**src/rtl/sha256_job_arbiter_pkg.sv**
```systemverilog
// rtl/sha256_job_arbiter_pkg.sv - shared types and constants for the SHA-256 job arbiter
//
// Contents:
//   arb_state_e      arbiter FSM state encoding
//   ADDR_W_DEF       default word-address width of message/output pointers
//   WDOG_CYCLES_DEF  default watchdog limit in clk cycles
//   SHA256_H_INIT    SHA-256 initial hash words, shared with the core
package sha256_arb_pkg;

  typedef enum logic [2:0] {
    IDLE     = 3'd0,
    ISSUE    = 3'd1,
    WAIT_CLR = 3'd2,
    BUSY     = 3'd3,
    COMPLETE = 3'd4
  } arb_state_e;

  localparam int ADDR_W_DEF      = 16;
  localparam int WDOG_CYCLES_DEF = 4096;

  localparam logic [31:0] SHA256_H_INIT [8] = '{
    32'h6a09e667, 32'hbb67ae85, 32'h3c6ef372, 32'ha54ff53a,
    32'h510e527f, 32'h9b05688c, 32'h1f83d9ab, 32'h5be0cd19
  };

endpackage

```
**src/rtl/sha256_job_arbiter_if.sv**
```systemverilog
// rtl/sha256_job_arbiter_if.sv - requester-bank and core-pin bundle of the SHA-256 job arbiter
//
// Signals:
//   req, req_msg_addr, req_out_addr   requester bank -> arbiter
//   grant, req_done, req_err          arbiter -> requester bank
//   core_start, core_message_addr,
//   core_output_addr                  arbiter -> SHA-256 core
//   core_done                         SHA-256 core -> arbiter
// Modports:
//   master  arbiter side
//   slave   requester bank / core side
interface sha256_job_arbiter_if
  import sha256_arb_pkg::*;
#(
  parameter int NUM_REQ = 4,
  parameter int ADDR_W  = ADDR_W_DEF
);

  logic [NUM_REQ-1:0]        req;
  logic [NUM_REQ*ADDR_W-1:0] req_msg_addr;
  logic [NUM_REQ*ADDR_W-1:0] req_out_addr;
  logic [NUM_REQ-1:0]        grant;
  logic [NUM_REQ-1:0]        req_done;
  logic [NUM_REQ-1:0]        req_err;
  logic                      core_start;
  logic [ADDR_W-1:0]         core_message_addr;
  logic [ADDR_W-1:0]         core_output_addr;
  logic                      core_done;

  modport master (
    input  req, req_msg_addr, req_out_addr, core_done,
    output grant, req_done, req_err, core_start, core_message_addr, core_output_addr
  );

  modport slave (
    output req, req_msg_addr, req_out_addr, core_done,
    input  grant, req_done, req_err, core_start, core_message_addr, core_output_addr
  );

endinterface

```
**src/rtl/sha256_job_arbiter_rr_pick.sv**
```systemverilog
// rtl/sha256_job_arbiter_rr_pick.sv - combinational round-robin selector
//
// Ports:
//   req       in   NUM_REQ  pending requests
//   last_ptr  in   IDX_W    index of the most recently served requester
//   gnt       out  NUM_REQ  one-hot winner (all zero when nothing pending)
//   idx       out  IDX_W    index of the winner
//   valid     out  1        a winner exists
module rr_pick #(
  parameter int NUM_REQ = 4,
  parameter int IDX_W   = $clog2(NUM_REQ)
) (
  input  logic [NUM_REQ-1:0] req,
  input  logic [IDX_W-1:0]   last_ptr,
  output logic [NUM_REQ-1:0] gnt,
  output logic [IDX_W-1:0]   idx,
  output logic               valid
);

  int         cand;
  logic [IDX_W-1:0] cand_idx;

  // Search starts one past last_ptr and wraps, so the requester served last
  // is considered only after every other one.
  always_comb begin
    gnt      = '0;
    idx      = '0;
    valid    = 1'b0;
    cand     = 0;
    cand_idx = '0;
    for (int k = 1; k <= NUM_REQ; k++) begin
      cand     = (32'(last_ptr) + k) % NUM_REQ;
      cand_idx = IDX_W'(cand);
      if (!valid && req[cand_idx]) begin
        valid         = 1'b1;
        idx           = cand_idx;
        gnt[cand_idx] = 1'b1;
      end
    end
  end

endmodule

```
**src/rtl/sha256_job_arbiter.sv**
```systemverilog
// rtl/sha256_job_arbiter.sv - round-robin arbiter sharing one SHA-256 core between requesters
//
// Optional feature macro: SHA_ARB_WATCHDOG_EN (job watchdog, aborts with req_err)
//
// Ports:
//   clk        in   1        clock
//   reset_n    in   1        asynchronous active-low reset
//   bus        if   master   requester bank and core pins (see sha256_job_arbiter_if)
//   busy       out  1        high whenever the FSM is not in IDLE
//   jobs_done  out  16       completed-job counter, wraps
module sha256_job_arbiter
  import sha256_arb_pkg::*;
#(
  parameter int NUM_REQ     = 4,
  parameter int ADDR_W      = ADDR_W_DEF,
  parameter int WDOG_CYCLES = WDOG_CYCLES_DEF
) (
  input  logic                        clk,
  input  logic                        reset_n,
  sha256_job_arbiter_if.master        bus,
  output logic                        busy,
  output logic [15:0]                 jobs_done
);

  localparam int IDX_W = $clog2(NUM_REQ);

  arb_state_e         state_q, state_d;

  logic [NUM_REQ-1:0] pick_gnt;
  logic [IDX_W-1:0]   pick_idx;
  logic               pick_valid;

  logic [IDX_W-1:0]   last_ptr_q;
  logic [IDX_W-1:0]   owner_q;
  logic [NUM_REQ-1:0] grant_q;
  logic [NUM_REQ-1:0] req_done_q;
  logic               core_start_q;
  logic [ADDR_W-1:0]  msg_q, out_q;
  logic [ADDR_W-1:0]  msg_sel, out_sel;
  logic [15:0]        jobs_q;

  logic               do_grant;
  logic               do_complete;
  logic               do_abort;
  logic               wdog_hit;

  rr_pick #(
    .NUM_REQ (NUM_REQ),
    .IDX_W   (IDX_W)
  ) u_rr_pick (
    .req      (bus.req),
    .last_ptr (last_ptr_q),
    .gnt      (pick_gnt),
    .idx      (pick_idx),
    .valid    (pick_valid)
  );

  // Address slices of the winning requester; only used on the grant edge.
  always_comb begin
    msg_sel = '0;
    out_sel = '0;
    for (int i = 0; i < NUM_REQ; i++) begin
      if (pick_gnt[i]) begin
        msg_sel = bus.req_msg_addr[i*ADDR_W +: ADDR_W];
        out_sel = bus.req_out_addr[i*ADDR_W +: ADDR_W];
      end
    end
  end

  always_ff @(posedge clk or negedge reset_n) begin
    if (!reset_n) begin
      state_q <= IDLE;
    end else begin
      state_q <= state_d;
    end
  end

  always_comb begin
    state_d     = state_q;
    do_grant    = 1'b0;
    do_complete = 1'b0;
    do_abort    = 1'b0;
    case (state_q)
      IDLE: begin
        if (pick_valid) begin
          do_grant = 1'b1;
          state_d  = ISSUE;
        end
      end
      ISSUE: begin
        state_d = WAIT_CLR;
      end
      // A done still high from the previous job must be seen low first,
      // otherwise the new job would complete immediately.
      WAIT_CLR: begin
        if (wdog_hit) begin
          do_abort = 1'b1;
          state_d  = IDLE;
        end else if (!bus.core_done) begin
          state_d = BUSY;
        end
      end
      BUSY: begin
        if (wdog_hit) begin
          do_abort = 1'b1;
          state_d  = IDLE;
        end else if (bus.core_done) begin
          state_d = COMPLETE;
        end
      end
      COMPLETE: begin
        do_complete = 1'b1;
        state_d     = IDLE;
      end
      default: begin
        state_d = IDLE;
      end
    endcase
  end

  always_ff @(posedge clk or negedge reset_n) begin
    if (!reset_n) begin
      last_ptr_q   <= IDX_W'(NUM_REQ - 1);
      owner_q      <= '0;
      grant_q      <= '0;
      req_done_q   <= '0;
      core_start_q <= 1'b0;
      msg_q        <= '0;
      out_q        <= '0;
      jobs_q       <= '0;
    end else begin
      // Registered so the core sees start one cycle after grant, with the
      // address registers already stable.
      core_start_q <= (state_q == ISSUE);
      req_done_q   <= '0;
      if (do_grant) begin
        grant_q <= pick_gnt;
        owner_q <= pick_idx;
        msg_q   <= msg_sel;
        out_q   <= out_sel;
      end
      if (do_complete) begin
        req_done_q <= grant_q;
        jobs_q     <= jobs_q + 16'd1;
        last_ptr_q <= owner_q;
        grant_q    <= '0;
      end
      if (do_abort) begin
        last_ptr_q <= owner_q;
        grant_q    <= '0;
      end
    end
  end

`ifdef SHA_ARB_WATCHDOG_EN
  localparam int WD_W = $clog2(WDOG_CYCLES) + 1;

  logic [WD_W-1:0]    wdog_cnt_q;
  logic [NUM_REQ-1:0] req_err_q;

  // Counter value k-1 on the k-th edge spent in WAIT_CLR/BUSY, so the
  // abort edge lands exactly WDOG_CYCLES edges after ISSUE ends.
  assign wdog_hit = ((state_q == WAIT_CLR) || (state_q == BUSY)) &&
                    (wdog_cnt_q == WD_W'(WDOG_CYCLES - 1));

  always_ff @(posedge clk or negedge reset_n) begin
    if (!reset_n) begin
      wdog_cnt_q <= '0;
      req_err_q  <= '0;
    end else begin
      req_err_q <= '0;
      if (do_grant) begin
        wdog_cnt_q <= '0;
      end else if ((state_q == WAIT_CLR) || (state_q == BUSY)) begin
        wdog_cnt_q <= wdog_cnt_q + 1'b1;
      end
      if (do_abort) begin
        req_err_q <= grant_q;
      end
    end
  end

  assign bus.req_err = req_err_q;
`else
  assign wdog_hit    = 1'b0;
  assign bus.req_err = '0;
`endif

  assign bus.grant             = grant_q;
  assign bus.req_done          = req_done_q;
  assign bus.core_start        = core_start_q;
  assign bus.core_message_addr = msg_q;
  assign bus.core_output_addr  = out_q;
  assign busy                  = (state_q != IDLE);
  assign jobs_done             = jobs_q;

endmodule
```
**src/flat_wrapper.sv**
```systemverilog
// flat-port wrapper written by rule: the top's interface ports become plain ports
module sha256_job_arbiter_flat import sha256_arb_pkg::*;
#(
  parameter int NUM_REQ     = 4,
  parameter int ADDR_W      = ADDR_W_DEF,
  parameter int WDOG_CYCLES = WDOG_CYCLES_DEF
)
  (clk, reset_n, busy, jobs_done, bus_req, bus_req_msg_addr, bus_req_out_addr, bus_core_done, bus_grant, bus_req_done, bus_req_err, bus_core_start, bus_core_message_addr, bus_core_output_addr);
  sha256_job_arbiter_if #(.NUM_REQ(NUM_REQ), .ADDR_W(ADDR_W)) bus_i ();
  input  logic clk;
  input  logic reset_n;
  output logic busy;
  output logic [15:0] jobs_done;
  input wire logic [$bits(bus_i.req)-1:0] bus_req;
  input wire logic [$bits(bus_i.req_msg_addr)-1:0] bus_req_msg_addr;
  input wire logic [$bits(bus_i.req_out_addr)-1:0] bus_req_out_addr;
  input wire logic [$bits(bus_i.core_done)-1:0] bus_core_done;
  output wire logic [$bits(bus_i.grant)-1:0] bus_grant;
  output wire logic [$bits(bus_i.req_done)-1:0] bus_req_done;
  output wire logic [$bits(bus_i.req_err)-1:0] bus_req_err;
  output wire logic [$bits(bus_i.core_start)-1:0] bus_core_start;
  output wire logic [$bits(bus_i.core_message_addr)-1:0] bus_core_message_addr;
  output wire logic [$bits(bus_i.core_output_addr)-1:0] bus_core_output_addr;
  assign bus_i.req = bus_req;
  assign bus_i.req_msg_addr = bus_req_msg_addr;
  assign bus_i.req_out_addr = bus_req_out_addr;
  assign bus_i.core_done = bus_core_done;
  assign bus_grant = bus_i.grant;
  assign bus_req_done = bus_i.req_done;
  assign bus_req_err = bus_i.req_err;
  assign bus_core_start = bus_i.core_start;
  assign bus_core_message_addr = bus_i.core_message_addr;
  assign bus_core_output_addr = bus_i.core_output_addr;
  sha256_job_arbiter #(.NUM_REQ(NUM_REQ), .ADDR_W(ADDR_W), .WDOG_CYCLES(WDOG_CYCLES)) u_core (.clk(clk), .reset_n(reset_n), .bus(bus_i), .busy(busy), .jobs_done(jobs_done));
endmodule
```
**config.mk**
```make
export PLATFORM = sky130hd
export DESIGN_NAME = sha256_job_arbiter_flat
export DESIGN_NICKNAME = d
export VERILOG_FILES = /design/src/rtl/sha256_job_arbiter_pkg.sv /design/src/rtl/sha256_job_arbiter_if.sv /design/src/rtl/sha256_job_arbiter_rr_pick.sv /design/src/rtl/sha256_job_arbiter.sv /design/src/flat_wrapper.sv
export SDC_FILE = /design/constraint.sdc
export NUM_CORES = 1
export LEC_CHECK = 0
export BUFFER_PORTS_ARGS = -buffer_cell sky130_fd_sc_hd__buf_2
export CORE_ASPECT_RATIO = 2
export CORE_UTILIZATION = 49
export DETAILED_ROUTE_END_ITERATION = 7
export GPL_TIMING_DRIVEN = 0
export PLACE_DENSITY = 0.8
export SETUP_SLACK_MARGIN = 0.15
export SKIP_CTS_REPAIR_TIMING = 1
export SYNTH_ARGS = -nofsm -noshare
export SYNTH_HDL_FRONTEND = slang
export SYNTH_SLANG_ARGS = --single-unit
```
**constraint.sdc**
```tcl
create_clock -name clk -period 3.5 [get_ports clk]
set_input_delay 0.175 -clock clk [delete_from_list [all_inputs] [get_ports clk]]
set_output_delay 0.175 -clock clk [all_outputs]
set_load 0.02 [all_outputs]
```
==> out/metrics.yaml <==
synth_top_cell_by_area: "dfrtp_1"
die_h_um: 138.3
grt-ovfl-total: 0
cp_common_cell: "buf_6"
yosys.cell_types.count: 53
cp-start-kind: "flop"
port_buffers: 190
grt_pass1_wl_um: 22610
dr.pass1.iters: 5
ys_seq_elements: 64
drt-initial-drc-count: 232
fmax_ghz: 0.3029
cts_tree: "yes"
area_growth_pct: 33.86
setup_viol: 0
grt_util_all_layers_pct: 29.10
syn_inst: 507
antenna_found_initial: 2
cp_max_fo: 10
ys_warn_count: 0
synth_top_area_share_pct: 34.10
synthFlopType: "dfrtp_1"
seq_area_frac_synth_pct: 35.26
crit_required_ps: 3700
rsz0062_at_grt: "no"
setup_ws_ps: 198.5
dp_hpwl_um: 10810
hold_path.class: "in2async"
clock_latency_ps: 340
h-tree-depth: 3
r2r-end: "u_core.bus.core_message_addr[12]"
gp_congestion: 0.8739
clk_pin_slew_ps: 60
clockBufferDepth: 2
drive_gt1_share_pct: 38.92
min_period_ps: 3302
grt_start_max_net_pins: 65
pwr-share-clk_pct: 17.5
cp-startpoint: "u_core.last_ptr_q[0]"
avgSynthCellArea_um2: 8.973
combPwrFrac_pct: 61.5
clockRootBuffer: "clkbuf_16"
holdWs_ps: -73.30
pre_cts_ws_ps: -237.0
finalPower_mw: 5.932
die-area_mm2: 0.009697
die_w_um: 70.14
async_flop_share_pct: 100.0
wl_per_cell_um: 17.29
r2r_start: "u_core.last_ptr_q[0]"
fin_nets: 861
slew_viol_final: 0
via_per_inst: 5.822
worstSetupPathType: "reg2reg"
hold_viol: 62
switching_power_mw: 2.788
io_pins: 197
core-area_mm2: 0.009012
cap_violations: 0
violations: "hold timing"
vias: 4809
vdd_drop_max_mv: 0.7198
mostFrequentLayoutCells: "192 x buf_2, 62 x dfrtp_1, 52 x nand2_1, 44 x nor2_1, 34 x inv_1"
syn_area_mm2: 0.004549
cts-buffers-inserted: 9
ant_nets: 0
fin_crit_sh_pct: 94.33
ys_top_cells_by_area: "dfrtp_1 34%, o211ai_2 8.3%, o2bb2ai_1 6.2%"
power_frac_seq_pct: 21.0
cpPeakStageDelay_ps: 580
timing.slew.headroom_pct: 45.35
wl_um: 14280
setup-tns-final_ps: 0
cts.sinks: 64
r2r_setup_slack_ps: 200
crit_chain: "buf_6 > clkinvlp_4 > ha_4 > buf_6 > mux4_2 > nand3b_1 > a21oi_2 > or3_1 > buf_6 > buf_6 > o211ai_2 > a31oi_1"
p_int_mw: 3.145
worstMarginPinSlew_ps: 819.8
dp_cells: 802
cp_slowest_cell: "dfstp_2"
fin_cells: 826
start_util_pct: 50.48
grt_pass1_vias: 4737
drc: 0
final_common_cell: "buf_2"
fin_skew_ps: 6.538
power.leakage_nw: 2.929
num_rows: 49
synth_edf_count: 0
endpoint_kind: "flop"
status: "finished with violations"
reg2regPathDepth: 12
swShare_pct: 46.99
p_per_area_mw_per_mm2: 974.2
crit_arrival_ps: 3500
==> logic make-up (layout without fill, tap and decap cells) <==
kind of cell,Yosys count,in the layout,synth area share [%]
compound gates,189,189,34.57
xor+xnor,15,15,2.888
fa+ha+maj,9,9,2.475
buf+inv,86,298,8.939
flops,64,64,35.26
mux,6,6,2.200
other cells,1,6,0.08243
simple gates,137,137,13.59
==> area by class of cell <==
cell class                      count  area [um2]
Fill cell                         764        2923
Multi-Input combinational cell    360        2580
Sequential cell                    64        1604
Timing Repair Buffer              196       998.5
Buffer                             51       294.0
Clock buffer                        9       225.2
Inverter                           35       135.1
Tap cell                          102       127.6
Clock inverter                      7       120.1
Antenna cell                        2       5.005
==> per-layer routing <==
metal | wire (um) | part of all wire [%] | global-route usage, %
met1 | 5348 | 37 | 32.59
met2 | 7606 | 53 | 51.77
met3 | 761 | 5.3 | 4.155
met4 | 561 | 3.9 | 16.00
met5 | 0 | 0 | 0
==> worst max-delay path by stage <==
stage                                             to  slack, ps  cells past startpoint
floorplan            u_core.bus.core_message_addr[0]        410                     12
finish              u_core.bus.core_message_addr[12]        200                     12
CTS                 u_core.bus.core_message_addr[12]       -240                     11
global route        u_core.bus.core_message_addr[12]        140                     11
global placement     u_core.bus.core_message_addr[5]       -130                     11
detailed placement  u_core.bus.core_message_addr[12]       -240                     11
==> worst max-delay path, delay by kind of cell, from the launching register on <==
kind,cells,cell delay (ps)
flops,1,580
simple gates,2,540
mux,1,580
fa+ha+maj,1,310
buf+inv,5,750
compound gates,3,410
==> flip-flops by register name, summed over array words and instances (netlist names) <==
register	flops
u_core.bus.core_output_addr	16
u_core.jobs_done	16
u_core.last_ptr_q	2
u_core.bus.core_start	1
u_core.owner_q	2
u_core.bus.req_done	4
u_core.state_q	3
u_core.bus.grant	4
u_core.bus.core_message_addr	16
==> power groups by stage <==
stage / sequential [mW] / clock (mW) / combinational, mW
detailed placement: 1.26 / 0 / 3.51
global placement: 1.24 / 0 / 3.42
CTS: 1.25 / 1.04 / 3.53
global route: 1.27 / 1.07 / 3.94
floorplan: 1.50 / 0 / 2.28
finish: 1.25 / 1.04 / 3.65
==> Yosys cell counts, types with 7 or more instances <==
library cell / number
dfrtp_1: 62
nand2_1: 52
nor2_1: 45
inv_1: 35
o31ai_1: 33
a21boi_0: 32
a31oi_1: 32
clkbuf_1: 32
o2bb2ai_1: 32
o211ai_2: 30
xnor2_1: 12
ha_1: 9
and3_1: 8
buf_6: 8
buf_2: 7
==> per-stage QoR <==
stage | instance area [um2] | utilization [%]
finish | 6090 | 67.57
global route | 6090 | 67.57
CTS | 5987 | 66.43
detailed placement | 5642 | 62.60
global placement | 5639 | 62.57
floorplan | 4561 | -
Power figures use the tool's default switching activity.
